File: src/rtl/powlib_grayptrsync.sv
// powlib_grayptrsync: one side's pointer stage of a gray-coded CDC FIFO
// Ports:
//   clk, rst   clock, synchronous active-high reset
//   adv, acc   advance request in, accepted-this-cycle out (adv & ~flag)
//   ptr, gptr  local binary pointer and its registered gray copy for the peer
//   rgptr      peer gray pointer (asynchronous), rptr its synchronised binary decode
//   cnt, flag  occupancy mod 2^W, full (ISWR=1) or empty (ISWR=0)
module powlib_grayptrsync #(
    parameter int W    = 4,
    parameter int S    = 2,
    parameter bit ISWR = 1'b1
) (
    input  logic         clk,
    input  logic         rst,
    input  logic         adv,
    output logic         acc,
    output logic [W-1:0] ptr,
    output logic [W-1:0] gptr,
    input  logic [W-1:0] rgptr,
    output logic [W-1:0] rptr,
    output logic [W-1:0] cnt,
    output logic         flag
);
    localparam logic [W-1:0] D = {1'b1, {(W-1){1'b0}}};

    logic [S-1:0][W-1:0] sync;
    logic [W-1:0]        ptr_next;

    function automatic logic [W-1:0] gray_dec(input logic [W-1:0] g);
        logic [W-1:0] b;
        b = g;
        for (int i = W - 2; i >= 0; i--) b[i] = b[i+1] ^ g[i];
        return b;
    endfunction

    // the remote view lags, so flags only ever err towards blocking
    assign cnt      = ISWR ? ptr - rptr : rptr - ptr;
    assign flag     = ISWR ? cnt == D : cnt == '0;
    assign acc      = adv & ~flag;
    assign ptr_next = ptr + W'(acc);

    // gptr is encoded from ptr_next so the flop output itself is glitch-free gray
    always_ff @(posedge clk) begin
        if (rst) begin
            ptr  <= '0;
            gptr <= '0;
            sync <= '0;
            rptr <= '0;
        end else begin
            ptr  <= ptr_next;
            gptr <= ptr_next ^ (ptr_next >> 1);
            sync <= {sync[S-2:0], rgptr};
            rptr <= gray_dec(sync[S-1]);
        end
    end
endmodule

File: config.mk
export PLATFORM = sky130hd
export DESIGN_NAME = powlib_grayptrsync
export DESIGN_NICKNAME = d
export VERILOG_FILES = /design/src/rtl/powlib_grayptrsync.sv
export SDC_FILE = /design/constraint.sdc
export NUM_CORES = 1
export LEC_CHECK = 0
export ABC_AREA = 1
export CORE_MARGIN = 10
export CORE_UTILIZATION = 55
export CTS_BUF_LIST = sky130_fd_sc_hd__clkbuf_8
export CTS_CLUSTER_DIAMETER = 100
export DETAILED_ROUTE_END_ITERATION = 12
export DONT_BUFFER_PORTS = 1
export GPL_TIMING_DRIVEN = 1
export PLACE_DENSITY = 0.8
export SETUP_SLACK_MARGIN = 0.5
export SYNTH_ARGS = -nofsm -noshare
export SYNTH_HDL_FRONTEND = slang
export SYNTH_SLANG_ARGS = --single-unit
File: constraint.sdc
create_clock -name clk -period 4.8 [get_ports clk]
set_input_delay 0.96 -clock clk [delete_from_list [all_inputs] [get_ports clk]]
set_output_delay 0.96 -clock clk [all_outputs]
set_load 0.02 [all_outputs]
==> flow_summary.toml <==
[clock_network]
post_cts_resize_count = 0
cts_hold_buf = 0
cts-htree-levels = 1
cts_tree = "done"
root_buffer = "clkbuf_8"
cts_setup_buffers = 0
cts_buffers = 3
clkSlewWorstSetupHoldPaths_ns = 0.07
cts_max_path_buffers = 2
cts.sinks = 19
worst_skew_pair.late_latency_ns = 0.25

[sta]
rsz0062_at_grt = "no"
fin_crit_ns = 3.23
skew_ns = 0.00244
fmax_mhz = 309
finalSetupViolCount = 0
worst_slew_pin_slew_ns = 0.472
final.setup.tns_ns = 0
hold_viol_final = 0
relSlewSlack = 0.685
fin_crit_sh = 0.674
slew_viol_final = 0

[setup_path]
cp_common_cell = "inv_1"
arrival_ns = 2.27
critPathRequiredTime_ns = 3.84
path_delay_family = "adder cells"
reg2reg_slack_ns = 1.76
path_cells = "inv_1, ha_1, inv_1, fa_1, or2_0, nor2_1, nand3_1, nand2_1, inv_1"
crit_path_start_kind = "flip-flop"
cp_slowest_cell = "fa_1"
end_kind = "primary output"
path_buf_inv = 3
r2r_start = "ptr[0]$_SDFF_PP0_"
critical_path.max_fanout = 3
slowest_delay_ns = 0.52
rr_endpoint = "gptr[2]$_SDFF_PP0_"
worstRegToRegCells = 14
cp.depth = 9
critical_path_class = "flip-flop to primary output"

[routing]
antenna_left = 0
routed_wirelength_mm = 1.45
vias_per_cell = 4.96
drtIter0Drc = 6
drcViolationCount = 0
drt_first_pass_iters = 4
vias = 610
detail_route.wl_per_cell_um = 11.8

[status]
outcome = "finished, final reports clean"

[global_route]
track_usage = 0.0908
grt_pass1_wl_mm = 2.37
grt_pass1_vias = 583
antenna_found_initial = 0
grt.overflow.total = 0
grt_start_max_net_pins = 18

[logic_synthesis]
yosys.area.top_type = "dfxtp_1"
synth.top_cell.area_share = 0.466
synthTopCellsByArea = "dfxtp_1 47%, inv_1 12%, nor2_1 8.3%"
postSynthAreaPerCell_um2 = 7.62
syn-num-nets = 120
syn_inst = 107
netlist_area_um2 = 816
synth.distinct_cells = 19
ys_warn_count = 0
ys_seq_area_frac = 0.466
ys_ff_latch = 19

[floorplanning]
chipHeight_um = 58.5
start_util = 0.604
die_area_um2 = 3420
rows = 13
coreArea_um2 = 1350
ioPinCount = 25
die_w_um = 58.5

[final_layout]
seq_area_um2 = 380
layout-drive-gt1-share = 0.0370
nets = 122
syn_to_final_growth_pct = 5.67
final_core_util = 0.639
diodes = 0
fillers = 129
multi_input_area_um2 = 324

[placed_design]
place_congestion = 0.667
hpwl_mm = 1.15
io_buffers = 0

[pwr]
pwr-share-clk = 0.287
swShare = 0.323
internal-power_uw = 250
p_leak_uw = 0.000441
p_switching_uw = 119
power-per-cell-area_nw_per_um2 = 428
seq_power_share = 0.517
comb_power_share = 0.195
vdd_drop_max_v = 0.000233

[worst_hold_path]
worst_hold_startpoint = "sync[3]$_SDFF_PP0_"
holdPathEnd = "sync[7]$_SDFF_PP0_"
hold_path_class = "flip-flop to flip-flop"
whs_path_depth = 2

[job]
maxCapViolations = 0
## cell usage in the layout, fill, tap and decap left out, types with 3 or more instances in the layout
master    Yosys  final
nand2_1      17     17
dfxtp_1      19     19
ha_1          5      5
inv_1        25     26
a21oi_1       6      6
clkbuf_8      0      3
nor2_1       18     18
nand3_1       5      5
## cells by family (layout without fill, tap and decap cells)
logic type,count (synthesis),after routing,synth area share
buffers and inverters,28,29,0.136
AOI/OAI and AO/OA,7,7,0.0429
and+or+nand+nor,45,45,0.232
xor gates and xnor gates,2,2,0.0215
adders and majority gates,6,6,0.101
DFF,19,19,0.466
## through the flow
| step | cells | total power, µW | hold slack [ns] | area [µm²] | worst slack [ns] |
|---|---|---|---|---|---|
| detailed placement | 119 | 268 | 0.395 | 817 | 1.76 |
| finish | 123 | 369 | 0.402 | 862 | 1.57 |
| CTS | 123 | 374 | 0.404 | 862 | 1.55 |
| global placement | 119 | 265 | 0.389 | 817 | 1.84 |
| global route | 123 | 394 | 0.418 | 862 | 1.42 |
| floorplan | 107 | 257 | 0.388 | 816 | 1.98 |
## how the worst max path moves through the flow
stage,from,end,slack [ns]
final,ptr[0]$_SDFF_PP0_,acc,1.57
after global routing,rptr[0]$_SDFF_PP0_,acc,1.42
after CTS,ptr[0]$_SDFF_PP0_,acc,1.55
after detailed placement,ptr[0]$_SDFF_PP0_,gptr[1]$_SDFF_PP0_,1.76
after global placement,ptr[0]$_SDFF_PP0_,gptr[1]$_SDFF_PP0_,1.84
after floorplan,ptr[0]$_SDFF_PP0_,acc,1.98
## final cells by class
class	count	area share
flip-flops and latches	19	0.441
inverters	25	0.109
clock buffers	3	0.0479
clock inverters	1	0.00435
well taps	15	0.0218
multi-input cells	60	0.376
## routing by layer
layer / wire length, µm / up-vias / global-route usage / part of all wire
li1: - / 316 / - / -
met1: 542 / 269 / 0.0748 / 0.37
met2: 679 / 21 / 0.150 / 0.47
met3: 180 / 4 / 0.0536 / 0.12
met4: 49 / 0 / 0.0805 / 0.034
met5: 0 / - / 0 / 0
## sequential cells by signal (all words and copies together), names as in the netlist
signal and count:
rptr 4, ptr 4, sync 8, gptr 3
## cell usage after synthesis, drive strengths merged
library cell / count
inv: 25
dfxtp: 19
nor2: 19
nand2: 17
a21oi: 6
ha: 5
nand3: 5
buf: 2
and2: 1
clkbuf: 1
fa: 1
nand3b: 1
nand4: 1
o21ai: 1
or2: 1
xnor2: 1
xor2: 1
## power groups by stage
stage	Combinational [µW]	Sequential [µW]	Clock (µW)
finish	72.1	191	106
detailed placement	72.7	195	0
CTS	73.1	192	109
floorplan	64.6	192	0
global placement	70.1	195	0
global route	82.3	193	119
## worst register-to-register path, cell delays in order, from the launching register on
cell and delay, ns:
dfxtp_1 0.48, inv_1 0.08, ha_1 0.20, inv_1 0.09, fa_1 0.52, or2_0 0.26
nor2_1 0.12, nand3_1 0.10, nand2_1 0.07, inv_1 0.11, ha_1 0.27, ha_1 0.23
xor2_1 0.21, nand3_1 0.11, a21oi_1 0.14
Note: power is estimated with default switching activity, not from simulation.
==> edit 1: new RTL, config.mk and constraints unchanged <==
Reset style: asynchronous (`rst`), changed in one clocked block. Comments in the files are not updated.
--- a/src/rtl/powlib_grayptrsync.sv
+++ b/src/rtl/powlib_grayptrsync.sv
@@ -40,7 +40,7 @@
     assign ptr_next = ptr + W'(acc);
 
     // gptr is encoded from ptr_next so the flop output itself is glitch-free gray
-    always_ff @(posedge clk) begin
+    always_ff @(posedge clk or posedge rst) begin
         if (rst) begin
             ptr  <= '0;
             gptr <= '0;
Behaviour: differs if rst is asserted again (counterexample within 4 cycles, from zero or initial values and one cycle with rst high); with rst held inactive, the same outputs for 10 cycles.
==> edit 1 against the original RTL <==
Routed wire length fell by 13%. Cell area is 1.3% lower. Final cell count fell by 28%. Utilization down 0.065 points. Critical path depth grew 2. Global-route usage shrank 0.65 points. Via count down 26%. Sequential cell count is the same. Setup slack worse by 0.044 ns. Area after synthesis decreased by 2.8%.
Power is not compared: it rests on default switching activity, and its combinational part moved more than twofold at a synthesized area within 25%.
==> edit 1: results (changes against the original RTL) <==
metric	value	unit	change
drive_gt1_share	10.8	%	was 3.70%
worst-r2r-setup-slack	1.83	ns	was 1.76 ns
postSynth.topFlopCell	sky130_fd_sc_hd__dfrtp_1		was sky130_fd_sc_hd__dfxtp_1
post_dp_hpwl	1030	um	was 1150 um
gpl.final_weighted_congestion	0.690		was 0.667
min_from	sync[3]		unchanged
post_synthesis_cell_type_count	16		was 19
synth_compound_gate_area_share	0.631	%	was 4.29%
r2r_cells	13		was 14
clock-skew-final	0.00214	ns	was 0.00244 ns
regToRegEndpoint	gptr[2]		unchanged
first_global_vias	478		was 583
synth_async_sr_flop_share	100	%	was 0%
reg_top3	sync: 8 flops, gptr: 4 flops, rptr: 4 flops		was sync: 8 flops, ptr: 4 flops, rptr: 4 flops
dr.first_iter.drc_count	1		was 6
fillerInstances	110		was 129
synth_common_cells	sky130_fd_sc_hd__dfrtp_1 (19), sky130_fd_sc_hd__inv_1 (14), sky130_fd_sc_hd__nand2_1 (11)		was sky130_fd_sc_hd__inv_1 (25), sky130_fd_sc_hd__dfxtp_1 (19), sky130_fd_sc_hd__nor2_1 (18)
worst-slew-pin-transition	0.681	ns	was 0.472 ns
dpl_cell_area	805	um^2	was 817 um^2
clk_latency	0.25	ns	about the same
run_status	complete, no violations		unchanged
depth_of_the_cts_h_tree	1		unchanged
post_synth_fa_ha_maj_area_fraction	10.4	%	was 10.1%
syn-num-nets	84		was 120
gr-usage-all-layers	8.44	%	was 9.08%
post_synth_main_area_contributors	sky130_fd_sc_hd__dfrtp_1 (60%), sky130_fd_sc_hd__ha_1 (7.9%), sky130_fd_sc_hd__inv_1 (6.6%)		was sky130_fd_sc_hd__dfxtp_1 (47%), sky130_fd_sc_hd__inv_1 (12%), sky130_fd_sc_hd__nor2_1 (8.3%)
worst_ep_arrival_time	2.32	ns	was 2.27 ns
layout.nets	88		was 122
vias	449		was 610
syn_avg_cell_area	11.2	um^2	was 7.62 um^2
dp_cells	85		was 119
number_of_antenna_violations_at_the_first_check_in_global_routing	0		unchanged
synth-xor-area-share	8.68	%	was 2.15%
grt_pass1_wl	2150	um	was 2370 um
maximum_number_of_pins_on_one_net_before_global_route_repair	20		was 18
seq_area_frac_synth	59.9	%	was 46.6%
detail_route.first_pass.iterations	2		was 4
instances_no_fill	89		was 123
timing.critical_path.from	ptr[0]		unchanged
wl_per_cell	14.3	um	was 11.8 um
worst_ir_drop_vdd	0.403	mV	
-- edit 1: cell count changes in the layout (fill, tap and decap cells not counted), sizes merged, moves of 4 or more --
cell | unedited run | this run
dfxtp | 19 | 0
inv | 26 | 15
xor2 | 1 | 6
nand2 | 17 | 13
nor2 | 19 | 3
dfrtp | 0 | 19
a21oi | 6 | 1
-- edit 1: worst min-delay path by stage --
stage               to  slack, ns  depth (start not counted)
6_report       sync[7]       0.35                          0
5_1_grt        sync[6]       0.36                          0
4_1_cts        sync[4]       0.35                          0
3_5_place_dp   sync[4]       0.33                          0
3_3_place_gp   sync[5]       0.33                          0
2_1_floorplan  sync[4]       0.33                          0
-- edit 1: cell families (layout without fill, tap and decap cells) --
| logic type | after synthesis | count (layout) |
|---|---|---|
| AND/OR/NAND/NOR | 22 | 22 |
| flip-flops | 19 | 19 |
| buffers and inverters | 16 | 19 |
| XOR/XNOR | 7 | 7 |
| adder cells (fa/ha/maj) | 6 | 6 |
| AO/OA/AOI/OAI | 1 | 1 |
-- edit 1: power by group --
part	internal, W	switching, W	leakage [nW]
Clock	0.0000576	0.0000493	0.0255
Combinational	0.0000762	0.000145	0.212
Sequential	0.000201	0.0000861	0.221
-- edit 1: layer usage --
metal,track usage [%],up-vias,wire (um)
li1,-,216,-
met1,7.95,210,466
met2,12.3,21,565
met3,6.54,2,206
met4,6.04,0,31
met5,0,-,0
-- edit 1: worst max-delay path, cell delays in order (launching register included) --
cell                      delay, ns
sky130_fd_sc_hd__dfrtp_1       0.48
sky130_fd_sc_hd__inv_1         0.11
sky130_fd_sc_hd__ha_1          0.14
sky130_fd_sc_hd__inv_1         0.05
sky130_fd_sc_hd__fa_1          0.39
sky130_fd_sc_hd__nand2_1       0.07
sky130_fd_sc_hd__inv_1         0.04
sky130_fd_sc_hd__nor2_1        0.35
sky130_fd_sc_hd__nor2_1        0.08
sky130_fd_sc_hd__nand3_1       0.11
sky130_fd_sc_hd__nand2_1       0.07
sky130_fd_sc_hd__inv_1         0.18
-- edit 1: area by class of cell --
type                    count  share of cell area, %
clock inverters             1                  0.588
flip-flops and latches     19                   55.9
clock buffers               3                   4.85
inverters                  15                   6.62
multi-input cells          36                   29.9
well taps                  15                   2.21
-- edit 1: metrics by stage --
| step | setup WS, ns | power (W) |
|---|---|---|
| CTS | 1.49 | 0.000629 |
| detailed placement | 1.78 | 0.000517 |
| finish | 1.52 | 0.000615 |
| global route | 1.39 | 0.000662 |
| floorplan | 1.97 | 0.000477 |
| global placement | 1.83 | 0.000506 |
==> edit 2: new RTL, same settings <==
Made on the original files. Change the parameter `S` from 2 to 4.
--- a/src/rtl/powlib_grayptrsync.sv
+++ b/src/rtl/powlib_grayptrsync.sv
@@ -7,7 +7,7 @@
 //   cnt, flag  occupancy mod 2^W, full (ISWR=1) or empty (ISWR=0)
 module powlib_grayptrsync #(
     parameter int W    = 4,
-    parameter int S    = 2,
+    parameter int S    = 4,
     parameter bit ISWR = 1'b1
 ) (
     input  logic         clk,
Behaviour: not the same (Yosys sat finds a counterexample within 4 cycles, from zero or initial values and one cycle with rst high).
==> edit 2 against the original RTL <==
Cell area up 27%. Total power is 17% higher. Combinational power shrank 21%. Area after synthesis rose by 28%. Final cell count increased by 28%. Sequential cell count is 8 higher. First-iteration DRC count rose to 4.8 times the old value. Routed wire length rose by 20%. Setup slack got worse by 0.021 ns.
==> edit 2: results (changes against the original RTL) <==
metric	value	unit	change
met2_usage	14.9	%	was 15.0%
met1Wirelength	704	um	was 542 um
wl_met3	202	um	was 180 um
synth_common_cells	sky130_fd_sc_hd__inv_1 (32), sky130_fd_sc_hd__dfxtp_1 (27), sky130_fd_sc_hd__nor2_1 (26)		was sky130_fd_sc_hd__inv_1 (25), sky130_fd_sc_hd__dfxtp_1 (19), sky130_fd_sc_hd__nor2_1 (18)
synth.most_common_cell	sky130_fd_sc_hd__inv_1		unchanged
worst_ir_drop_vdd	0.207	mV	was 0.233 mV
instances_no_fill	157		was 123
synth-xor-area-share	1.67	%	was 2.15%
critical_path.top_delay_family	simple AND/OR/NAND/NOR gates		was adder cells
gr-usage-all-layers	8.76	%	was 9.08%
reg_top3	sync: 16 flops, ptr: 4 flops, rptr: 4 flops		was sync: 8 flops, ptr: 4 flops, rptr: 4 flops
grt_pass1_wl	2910	um	was 2370 um
post_synth_main_area_contributors	sky130_fd_sc_hd__dfxtp_1 (52%), sky130_fd_sc_hd__inv_1 (11%), sky130_fd_sc_hd__nor2_1 (9.3%)		was sky130_fd_sc_hd__dfxtp_1 (47%), sky130_fd_sc_hd__inv_1 (12%), sky130_fd_sc_hd__nor2_1 (8.3%)
use_met1	8.22	%	was 7.48%
net_load_switching_power	0.000120	W	was 0.000119 W
syn_avg_cell_area	7.93	um^2	was 7.62 um^2
timing.critical_path.slowest_stage_cell	sky130_fd_sc_hd__dfxtp_1		was sky130_fd_sc_hd__fa_1
regToRegEndpoint	gptr[1]		was gptr[2]
dpl_cell_area	0.00105	mm^2	was 817 um^2
post_synth_fa_ha_maj_area_fraction	7.89	%	was 10.1%
gpl.final_weighted_congestion	0.839		was 0.667
crit_fanout	2		was 3
wl_met2	822	um	was 679 um
powerDensity	394	mW/mm^2	was 428 mW/mm^2
post-cts-setup-buffer-count	0		unchanged
post_dp_hpwl	1350	um	was 1150 um
dp_cells	153		was 119
worst-slew-pin-transition	0.492	ns	was 0.472 ns
globalRouteMet3Util	4.59	%	was 5.36%
first_global_vias	695		was 583
clock-skew-final	0.00245	ns	was 0.00244 ns
dr.first_iter.drc_count	29		was 6
maximum_number_of_pins_on_one_net_before_global_route_repair	26		was 18
critical-path-max-stage-delay	0.46	ns	was 0.52 ns
run_status	complete, no violations		unchanged
r2r_cells	15		was 14
drive_gt1_share	3.79	%	was 3.70%
sequential_group_share_of_total_power	58.9	%	was 51.7%
power.clock.total	0.000120	W	was 0.000106 W
seq_area_frac_synth	51.6	%	was 46.6%
post_synthesis_cell_type_count	20		was 19
synth_async_sr_flop_share	0	%	unchanged
vias	726		was 610
worst_ep_arrival_time	2.29	ns	was 2.27 ns
worst-r2r-setup-slack	1.73	ns	was 1.76 ns
synth_compound_gate_area_share	3.35	%	was 4.29%
power.leakage	0.526	nW	was 0.441 nW
## edit 2: cell type report
cell class | count | area share (%)
clock inverters | 1 | 0.343
well taps | 25 | 2.86
multi-input cells | 68 | 32.3
clock buffers | 3 | 3.77
flip-flops and latches | 27 | 49.4
inverters | 33 | 11.3
## edit 2: worst max-delay path by stage
stage | start | to | slack (ns) | cells past startpoint
floorplan | ptr[0] | acc | 1.98 | 9
global placement | ptr[0] | gptr[1] | 1.85 | 15
detailed placement | ptr[0] | gptr[1] | 1.74 | 15
CTS | rptr[0] | acc | 1.53 | 10
global route | ptr[0] | acc | 1.39 | 9
finish | rptr[0] | acc | 1.55 | 10
## edit 2: per-stage QoR
| stage | power (W) | hold slack [ns] |
|---|---|---|
| 2_1_floorplan | 0.000309 | 0.388 |
| 4_1_cts | 0.000437 | 0.405 |
| 6_report | 0.000432 | 0.404 |
| 3_3_place_gp | 0.000313 | 0.389 |
| 3_5_place_dp | 0.000317 | 0.392 |
| 5_1_grt | 0.000456 | 0.419 |
